$ cat src/rtl/cuenta_1_if.sv
// Operand/result bundle for the cuenta_1 ones-counter.
// The master side drives the operand and start request.
// The slave side (the counter) returns the running count and the done flag.
interface cuenta_1_if;
    logic [2:0] Valor;
    logic       start;
    logic [3:0] Cuenta;
    logic       fin;

    modport master (
        output Valor,
        output start,
        input  Cuenta,
        input  fin
    );

    modport slave (
        input  Valor,
        input  start,
        output Cuenta,
        output fin
    );
endinterface

$ cat src/rtl/cuenta_1.sv
// cuenta_1: sequential ones-counter.
// A start request loads a 3-bit operand into shift register Q and clears
// accumulator A. The block then spends one clock per operand bit, LSB first,
// and adds Q[0] into A through a 4-bit +1 incrementer. A Moore FSM
// sequences the work and raises fin while the result is held in DONE.
module cuenta_1 (
    input  logic       clk,
    input  logic       reset,
    cuenta_1_if.slave  bus
);

    typedef enum logic [2:0] {
        S_IDLE = 3'd0,
        S_BIT0 = 3'd1,
        S_BIT1 = 3'd2,
        S_BIT2 = 3'd3,
        S_DONE = 3'd4
    } state_t;

    state_t     r_state;
    state_t     w_next;

    logic [3:0] r_acc;
    logic [2:0] r_q;

    logic       w_clr_a;
    logic       w_ld_q;
    logic       w_step;
    logic [3:0] w_inc;

    // 4-bit incrementer: carry-in 0, carry-out dropped.
    function automatic logic [3:0] inc4(input logic [3:0] a);
        logic [4:0] sum;
        sum  = {1'b0, a} + 5'd1;
        inc4 = sum[3:0];
    endfunction

    // Logical right shift by one; a zero enters the MSB.
    function automatic logic [2:0] shr3(input logic [2:0] q);
        shr3 = {1'b0, q[2:1]};
    endfunction

    assign w_inc = inc4(r_acc);

    // State register; reset overrides everything and returns to IDLE.
    always_ff @(posedge clk) begin
        if (reset) begin
            r_state <= S_IDLE;
        end else begin
            r_state <= w_next;
        end
    end

    // Next-state and datapath control decode.
    always_comb begin
        w_next  = r_state;
        w_clr_a = 1'b0;
        w_ld_q  = 1'b0;
        w_step  = 1'b0;
        unique case (r_state)
            S_IDLE: begin
                if (bus.start) begin
                    w_clr_a = 1'b1;
                    w_ld_q  = 1'b1;
                    w_next  = S_BIT0;
                end
            end
            S_BIT0: begin
                w_step = 1'b1;
                w_next = S_BIT1;
            end
            S_BIT1: begin
                w_step = 1'b1;
                w_next = S_BIT2;
            end
            S_BIT2: begin
                w_step = 1'b1;
                w_next = S_DONE;
            end
            S_DONE: begin
                // A held start must fall before another operation can begin.
                if (!bus.start) begin
                    w_next = S_IDLE;
                end
            end
            default: begin
                w_next = S_IDLE;
            end
        endcase
    end

    // Accumulator A: cleared on load, incremented when the current bit is 1.
    always_ff @(posedge clk) begin
        if (reset) begin
            r_acc <= 4'd0;
        end else if (w_clr_a) begin
            r_acc <= 4'd0;
        end else if (w_step && r_q[0]) begin
            r_acc <= w_inc;
        end
    end

    // Operand shift register Q: loaded on the start edge, shifted each bit step.
    always_ff @(posedge clk) begin
        if (reset) begin
            r_q <= 3'd0;
        end else if (w_ld_q) begin
            r_q <= bus.Valor;
        end else if (w_step) begin
            r_q <= shr3(r_q);
        end
    end

    assign bus.Cuenta = r_acc;
    assign bus.fin    = (r_state == S_DONE);

endmodule

$ cat src/flat_wrapper.sv
// flat-port wrapper written by rule: the top's interface ports become plain ports
module cuenta_1_flat 
  (clk, reset, bus_Valor, bus_start, bus_Cuenta, bus_fin);
  cuenta_1_if bus_i ();
  input  logic clk;
  input  logic reset;
  input wire logic [$bits(bus_i.Valor)-1:0] bus_Valor;
  input wire logic [$bits(bus_i.start)-1:0] bus_start;
  output wire logic [$bits(bus_i.Cuenta)-1:0] bus_Cuenta;
  output wire logic [$bits(bus_i.fin)-1:0] bus_fin;
  assign bus_i.Valor = bus_Valor;
  assign bus_i.start = bus_start;
  assign bus_Cuenta = bus_i.Cuenta;
  assign bus_fin = bus_i.fin;
  cuenta_1 u_core (.clk(clk), .reset(reset), .bus(bus_i));
endmodule
$ cat config.mk
export PLATFORM = sky130hd
export DESIGN_NAME = cuenta_1_flat
export DESIGN_NICKNAME = d
export VERILOG_FILES = /design/src/rtl/cuenta_1_if.sv /design/src/rtl/cuenta_1.sv /design/src/flat_wrapper.sv
export SDC_FILE = /design/constraint.sdc
export NUM_CORES = 1
export LEC_CHECK = 0
export CORE_ASPECT_RATIO = 0.8
export CORE_MARGIN = 1.5
export CORE_UTILIZATION = 31
export CTS_CLUSTER_DIAMETER = 100
export DETAILED_ROUTE_END_ITERATION = 6
export GPL_TIMING_DRIVEN = 0
export SYNTH_ARGS = -nofsm -noshare
export SYNTH_HDL_FRONTEND = slang
export SYNTH_SLANG_ARGS = --single-unit
$ cat constraint.sdc
create_clock -name clk -period 1.1 [get_ports clk]
set_input_delay 0.165 -clock clk [delete_from_list [all_inputs] [get_ports clk]]
set_output_delay 0.165 -clock clk [all_outputs]
set_load 0.02 [all_outputs]
### After elaboration in Yosys (flattened, before gate mapping)

Index checks and enable logic that the tools add are counted.

| operators by class | value |
|---|---|
| add/subtract/negate cells | 1 |
| $mul | 0 |
| div/mod/pow operators | 0 |
| order comparisons | 0 |
| eq/ne operators | 6 |
| shift-type cells | 0 |
| muxes and demuxes | 8 |
| bitwise gates (word level) | 0 |
| reductions and logical operators | 6 |

Operators with widths:

| operator | count |
|---|---|
| one-hot mux 3 bit (5 select lines) | 1 |
| two-way mux 3 bit | 4 |
| == test 3 x 2 -> 1 bit, second input constant | 2 |
| adder 4 x 1 -> 4 bit, second input constant | 1 |
| != test 2 bit, second input constant | 2 |
| == test 3 x 1 -> 1 bit, second input constant | 1 |
| == test 3 bit, second input constant | 1 |
| zero test 3 bit | 1 |
| two-way mux 1 bit | 3 |
| OR reduction 3 bit | 1 |
| AND reduction 2 bit | 1 |
| nonzero test 2 bit | 1 |
| OR reduction 2 bit | 1 |
| logical AND 1 bit | 1 |

| word-level totals | value |
|---|---|
| register bits after elaboration | 10 |
| bits in latches | 0 |
| RAM bits | 0 |
| memory bits (read-only) | 0 |
| input port bits | 6 |
| word-level logic and storage cells | 24 |
| memories | 0 |

### Depth between registers and ports, before layout

Gate-level depths: netlist (run 1).

| depth | value |
|---|---|
| depth in word-level cells | 5 |
| depth in mapped cells | 5 |
| gate-level depth less buffers | 4 |

### Worst setup path before layout (run 1)

No wires, ideal clock.

| timing path | value |
|---|---|
| kind | flip-flop to flip-flop |
| from | register u_core.r_acc[0] (netlist: u_core.bus.Cuenta[0]) |
| to | register u_core.r_acc[2] (netlist: u_core.bus.Cuenta[2]) |
| arrival time | 1.297 ns |
| setup slack | -0.267 ns |
| stages on the path, launching flop included | 5 |
| clock period less this slack | 1.367 ns |
| cells stage by stage | dfxtp_1 -> ha_1 -> inv_1 -> or4_1 -> a21oi_1 |

| between the ends | value |
|---|---|
| longest elaborated chain between the ends | 1 |

RTL lines:

| item | line | RTL |
|---|---|---|
| from (decl) | cuenta_1.sv:23 | `logic [3:0] r_acc;` |
| from (signal assigned) | cuenta_1.sv:99 | `r_acc <= w_inc;` |
| adder 4 x 1 -> 4 bit | cuenta_1.sv:34 | `sum = {1'b0, a} + 5'd1;` |

Every way passes these cells.
A chain may end at the register's enable or synchronous reset.

### Worst setup path after layout (run 1)

| timing path | value |
|---|---|
| from | register u_core.r_state[1] |
| to | output port bus_fin |

| between the ends | value |
|---|---|
| longest elaborated chain between the ends | 1 |

RTL lines:

| item | line | RTL |
|---|---|---|
| from (decl) | cuenta_1.sv:20 | `state_t r_state;` |
| from (signal assigned) | cuenta_1.sv:50 | `r_state <= w_next;` |
| == test 3 bit | cuenta_1.sv:115 | `assign bus.fin = (r_state == S_DONE);` |
| to (decl) | flat_wrapper.sv:10 | `output wire logic [$bits(bus_i.fin)-1:0] bus_fin;` |

Every way passes these cells.

==> summary.txt, run 1 <==
Status
  • Status: finished, violations left
  • Failing checks: setup timing

Clock tree
  • Root buf cell: clkbuf_4
  • CTS tree: built
  • Skew-Pair Late Insertion Delay: 270 ps
  • Htree depth: 1
  • Post-cts hold buffer count: 0
  • Clock Tree Buf Depth: 2
  • Worst-path clk slew: ~60 ps
  • Clock Sinks: 10
  • CTS Buf Count: 3

Synth
  • Gate Count Post-Synth: 55
  • Post-synthesis sequential area ratio: 0.393
  • Mapped Area: approximately 510 sq um
  • Post-synth top area share: 0.393
  • Post-synth top area cell: dfxtp_1
  • Synthesized net count: 62
  • Synth warnings: 0
  • Syn Area/Cell: about 9 sq um
  • Unique masters post-synth: 30
  • Synth Register Bits: 10
  • Synth area leaders: dfxtp_1, buf_6, a21oi_1, o32ai_1, o21ai_0

Timing
  • Period utilization: 1.15
  • Worst Skew: around 2.3 ps
  • RSZ-0062 raised after global routing: true
  • Max Freq: around 0.8 GHz
  • Slew Limit Headroom: 0.754
  • Pins Over Slew Limit: 0
  • Worst-Margin Slew: 370 ps
  • Hold Slack: 272 ps
  • Final Setup Violations: 7
  • Post-route minimum period: roughly 1300 ps
  • Worst Setup Slack, final: -161 ps
  • Endpoints failing hold: 0

Power
  • Switching Fraction: 0.287
  • Sequential Power Share: 0.414
  • NetSw: ~0.28 mW
  • Clock share of power: 0.276
  • Combinational share of power: 0.310
  • Pwr dens: around 1200 mW/mm^2
  • Static leakage: slightly below 0.3 nW
  • Int Power: approximately 0.70 mW
  • Worst IR Drop VDD: around 0.0010 V

Setup path
  • Crit path launch: u_core.r_state[1]
  • Critical R2R Launch: u_core.bus.Cuenta[0]
  • Setup Crit Path Kind: reg2out
  • RR Endpoint: u_core.bus.Cuenta[2]
  • Worst R2R Path Depth: 4
  • CP Launch Type: flip-flop
  • Worst EP required: 940 ps
  • Critical path capture point type: output port
  • Crit path arrival time: around 1100 ps
  • R2R Setup Slk: -140 ps
  • Worst-path maximum fanout: 4
  • Setup crit end: bus_fin

Global route
  • GR Util All Layers: 0.148
  • Vias in the first global route: between 400 and 500
  • Initial antenna violation count: 0
  • GRT overflow: 0
  • Largest net degree at the start of global routing: 11
  • Global-route wire length before repair: between 2 and 2.5 mm

Routing
  • Post-DR wirelength/cell: 13.7 um
  • Drt pass-1 iters: 4
  • ANT nets after route: 0
  • Final WL: between 1 and 1.5 mm
  • DRC: 0
  • Vias per cell: between 4 and 5
  • First DRT Iteration DRCs: 5
  • Via count: roughly 470

Cells and area
  • Layout area overhead: 62.9%
  • Final nets: 85
  • Final core occ: 0.570
  • Commonest non-fill, non-tap cell in the layout: buf_6
  • Antenna cells: 0
  • Layout cells sized above 1: 0.558
  • Commonest non-fill, non-tap cells in the layout: buf_6, buf_4, dfxtp_1

Placement
  • DPL Wire Length: approximately 720 um
  • Port Buffer Count: 9
  • Placer Congestion: about 0.68

Hold path
  • Hold Crit Class: in2reg

Floorplanning
  • Die Span Y: 39.3 um
  • FP Rows: 12
  • Die area: 0.00190 sq mm
  • Die span in x: slightly below 50 um
  • Initial Util: 0.350
  • I/O pin total: 11
  • Core Box Area: 0.00146 sq mm

Job
  • Max-Cap Viols: 0
## cells by family (layout without fill, tap and decap cells)
group	after synthesis	count (layout)	share of synthesized area
buffers and inverters	6	28	0.0909
adders and majority gates	1	1	0.0246
and+or+nand+nor	20	20	0.260
AOI/OAI and AO/OA	17	17	0.214
xor gates and xnor gates	1	1	0.0172
DFF	10	10	0.393
## area by class of cell
cell class | count | area [sq um]
timing repair buffer | 20 | 194
clock buffer | 4 | 26.3
sequential | 10 | 214
fill | 140 | 627
tap | 21 | 26.3
multi-input combinational | 39 | 339
buffer | 3 | 26.3
inverter | 1 | 3.75
## flip-flops by register name, summed over array words and instances, names as in the netlist
signal / cells
u_core.r_q: 3
u_core.r_state: 3
u_core.bus.Cuenta: 4
## worst max-delay path, cell delays in order, from the launching register on
cell,delay [ps]
dfxtp_4,360
nor2_4,110
buf_6,110
and2_4,140
buf_6,110
## layer usage
metal,routed length (um),global-route usage
met4,0,0.0429
met5,0,0
met2,634,0.233
met1,651,0.191
met3,54,0.0573
## how the worst min path moves through the flow
| stage | start | end | slack [ps] | cells after the start |
|---|---|---|---|---|
| 2_1_floorplan | bus_Valor[2] | u_core.r_q[2] | 310 | 2 |
| 3_3_place_gp | u_core.r_q[2] | u_core.r_q[2] | 470 | 2 |
| 3_5_place_dp | u_core.r_q[2] | u_core.r_q[2] | 470 | 2 |
| 4_1_cts | reset | u_core.r_q[2] | 270 | 2 |
| 5_1_grt | reset | u_core.r_q[2] | 300 | 2 |
| 6_report | reset | u_core.r_q[2] | 270 | 2 |
## repair_timing
action,CTS,global route
gates cloned,1,0
endpoints found under the setup margin,12,10
pin swaps,6,14
buffers inserted,7,3
resized for setup,27,23
## synthesized netlist by cell type
master / number
a21oi_1: 5
a21oi_2: 1
a31oi_1: 2
and2_1: 1
buf_2: 1
buf_6: 3
clkbuf_1: 1
dfxtp_1: 10
ha_1: 1
inv_1: 1
nand2_1: 1
nand2b_1: 2
nand2b_2: 1
nand3_1: 2
nand3b_1: 1
nor2_1: 2
nor2_4: 1
nor3_1: 2
nor4_1: 1
nor4b_1: 1
o21a_1: 2
o21ai_0: 3
o31ai_1: 2
o32ai_1: 2
or2_2: 1
or3_1: 1
or3b_1: 1
or4_1: 1
or4_4: 1
xnor2_1: 1
## power groups by stage
stage               logic [mW]  clock network, mW  registers [mW]
floorplan                0.134                  0           0.398
global placement         0.180                  0           0.397
detailed placement       0.179                  0           0.398
CTS                      0.271              0.276           0.391
global route             0.326              0.287           0.407
finish                   0.302              0.269           0.405
## stage by stage
stage	worst slack (ps)	instance area [sq um]	power [mW]	TNS [ps]	cells
after floorplan	-76.4	529	0.531	-171	55
after global placement	-464	646	0.577	-2500	85
after detailed placement	-484	646	0.578	-2440	85
after CTS	-211	771	0.938	-1030	97
after global routing	-193	830	1.02	-1070	98
final	-161	830	0.977	-742	98
(Power assumes the default switching activity.)
==> run 2: changes to the inputs <==
--- a/config.mk
+++ b/config.mk
@@ -5,6 +5,7 @@
 export SDC_FILE = /design/constraint.sdc
 export NUM_CORES = 1
 export LEC_CHECK = 0
+export ABC_AREA = 1
 export CORE_ASPECT_RATIO = 0.8
 export CORE_MARGIN = 1.5
 export CORE_UTILIZATION = 31
==> run 2 against run 1 <==
Net effect: the flow still finishes with violations (setup timing); fmax increased by 9.2%; worst hold slack improved by 200 ps; via count grew 4.9%; clock-buffer cell count stayed put; largest cell class unchanged; highest routed layer is now met4.
==> summary.txt, run 2 <==
Power
  • Static leakage: roughly 0.31 nW
  • Worst IR Drop VDD: around 0.00073 V
  • Total power: between 0.9 and 1 mW
  • Pwr dens: roughly 1300 mW/mm^2

Synth
  • Post-synthesis sequential area ratio: 0.394
  • Post-synth top area cell: dfxtp_1
  • Post-synth top area share: 0.394
  • Share of flip-flops with an asynchronous set or reset: 0
  • Synthesized net count: 77
  • Synth area leaders: dfxtp_1, nand2_1, nand3_1, a21oi_1, inv_1
  • Prevailing post-synth register cell: dfxtp_1
  • Unique masters post-synth: 18
  • Syn Area/Cell: 7.26 sq um
  • Synth warnings: 0
  • Count leader, synth: nand2_1
  • Gate Count Post-Synth: 70
  • Mapped Area: 508 sq um
  • Post-synth EDFFs: 0
  • Synth Register Bits: 10
  • Post-synth top cells: nand2_1, dfxtp_1, nand3_1

Global route
  • GR Util met2: 0.164
  • Global-route wire length before repair: ~1.7 mm
  • GRT overflow: 0
  • GR Util All Layers: 0.144
  • Met3 usage: 0.0701
  • Gr busiest metal: met1
  • M1 GR Usage: 0.191
  • Vias in the first global route: about 380
  • Initial antenna violation count: 0
  • Largest net degree at the start of global routing: 8

Job
  • Max-Cap Viols: 0

Routing
  • ANT nets after route: 0
  • Vias per cell: roughly 4.5
  • Post-DR wirelength/cell: between 10 and 15 um
  • DRC: 0
  • Final WL: ~1.1 mm
  • Via count: a little under 500
  • Drt pass-1 iters: 4
  • First DRT Iteration DRCs: 20

Placement
  • DP Cell Count: roughly 100
  • Placed instance area: roughly 630 sq um
  • Place WS: -292 ps
  • DPL Wire Length: between 700 and 800 um
  • Placer Congestion: between 0.7 and 0.8
  • Port Buffer Count: 10

Cells and area
  • Non-Filler Instances: 110
  • Commonest non-fill, non-tap cells in the layout: nand2_1, nand3_1, inv_1, a21oi_1, nor2_1
  • Fin area: 724 sq um
  • Layout cells sized above 1: 0.371
  • Layout area overhead: 42.6%
  • Antenna cells: 0
  • Final nets: 97
  • Max FFs per register: 4
  • Commonest non-fill, non-tap cell in the layout: nand2_1

Setup path
  • Critical path capture point type: output port
  • Worst-path maximum fanout: 3
  • CP Buf/Inv Count: 2
  • CP max-delay cell: dfxtp_4
  • Crit path arrival time: roughly 990 ps
  • Setup Crit Path Kind: reg2out
  • Worst EP required: 940 ps
  • Critical path, cell by cell: inv_4 > nand2_4 > nor2_4 > buf_6
  • CP Launch Type: flip-flop
  • R2R Setup Slk: 30 ps
  • Slowest stage delay, CP: around 360 ps
  • CP delay by family, top: flip-flops

Timing
  • Worst Skew: ~0.51 ps
  • Period utilization: 1.05
  • Pins Over Slew Limit: 0
  • Slew Limit Headroom: 0.837
  • Fin Setup TNS: -54.9 ps
  • Worst Setup Slack, final: -54.9 ps
  • Endpoints failing hold: 0
  • Max Freq: approximately 0.87 GHz
  • Post-route minimum period: about 1200 ps
  • Final Setup Violations: 1
  • Worst-Margin Slew: 244 ps
  • RSZ-0062 raised after global routing: true

Floorplanning
  • Die span in x: slightly below 50 um
  • Core Box Area: approximately 0.0015 sq mm
  • Die Span Y: between 30 and 40 um
  • Die area: roughly 0.0019 sq mm
  • I/O pin total: 11
  • Initial Util: 0.349
  • FP Rows: 12

Clock tree
  • Root buf cell: clkbuf_4
  • CTS tree: built
  • Clock Tree Buf Depth: 2
  • CTS Buf Count: 3
  • Worst-path clk slew: 70 ps
  • Skew-Pair Late Insertion Delay: 270 ps
  • Htree depth: 1
  • Clock Sinks: 10

Hold path
  • Hold Crit Class: in2reg

Status
  • Status: finished, violations left
  • Failing checks: setup timing
## run 2: changes by cell type after synthesis, sizes merged, moves of 2 or more
cell    change
a31oi       -2
buf         -4
inv        +10
nand2      +16
nand2b      -3
nand3       +7
nor2        +7
o21a        -2
o31ai       -2
o32ai       -2
or4         -2
## run 2: final timing paths
path / start / to / cells past startpoint
hold reg to reg: u_core.r_q[2] / u_core.r_q[2] / 2
setup / recovery: u_core.r_state[1] / bus_fin / 4
setup reg to reg: u_core.r_state[0] / u_core.r_q[1] / 6
hold / removal: bus_start / u_core.r_state[2] / 3
## run 2: through the flow
stage,hold WS [ps],utilization
finish,473,0.497
detailed placement,478,0.436
global route,499,0.497
global placement,473,0.436
CTS,472,0.484
floorplan,234,-
## run 2: report_power, final
group,total [mW],switching [mW],internal [mW]
clock network,0.348,0.147,0.201
registers,0.394,0.0142,0.379
logic,0.188,0.101,0.0873
total,0.930,0.262,0.668
## run 2: cells by family after synthesis
group           Yosys count  synth area share
compound gates            9             0.118
buf+inv                  11            0.0813
fa+ha+maj                 1            0.0246
flops                    10             0.394
simple gates             38             0.365
xor+xnor                  1            0.0172
## run 2: worst register-to-register path, stage by stage (launching register included)
cell	delay [ps]
dfxtp_4	350
buf_4	150
o21ai_4	210
nand2_2	80
nor2_1	90
nor2_1	40
nor2_1	80
## run 2: layout make-up
type                       count  area [sq um]
sequential                    10           213
timing repair buffer          15           119
clock buffer                   4          36.3
tap                           21          26.3
inverter                      11          48.8
fill                         145           732
multi-input combinational     49           282
## run 2: metal layers
metal,wire length [um],up-vias
met5,0,-
met4,36,0
met3,73,4
met2,432,17
met1,594,213
li1,-,260
## run 2: what timing repair did
| item | CTS | global route |
|---|---|---|
| endpoints found under the setup margin | 5 | 10 |
| gates resized for setup | 28 | 8 |
| gates cloned | 0 | 0 |
| pin swaps | 0 | 4 |
| hold buffers | 0 | 0 |
| buffers inserted | 2 | 3 |
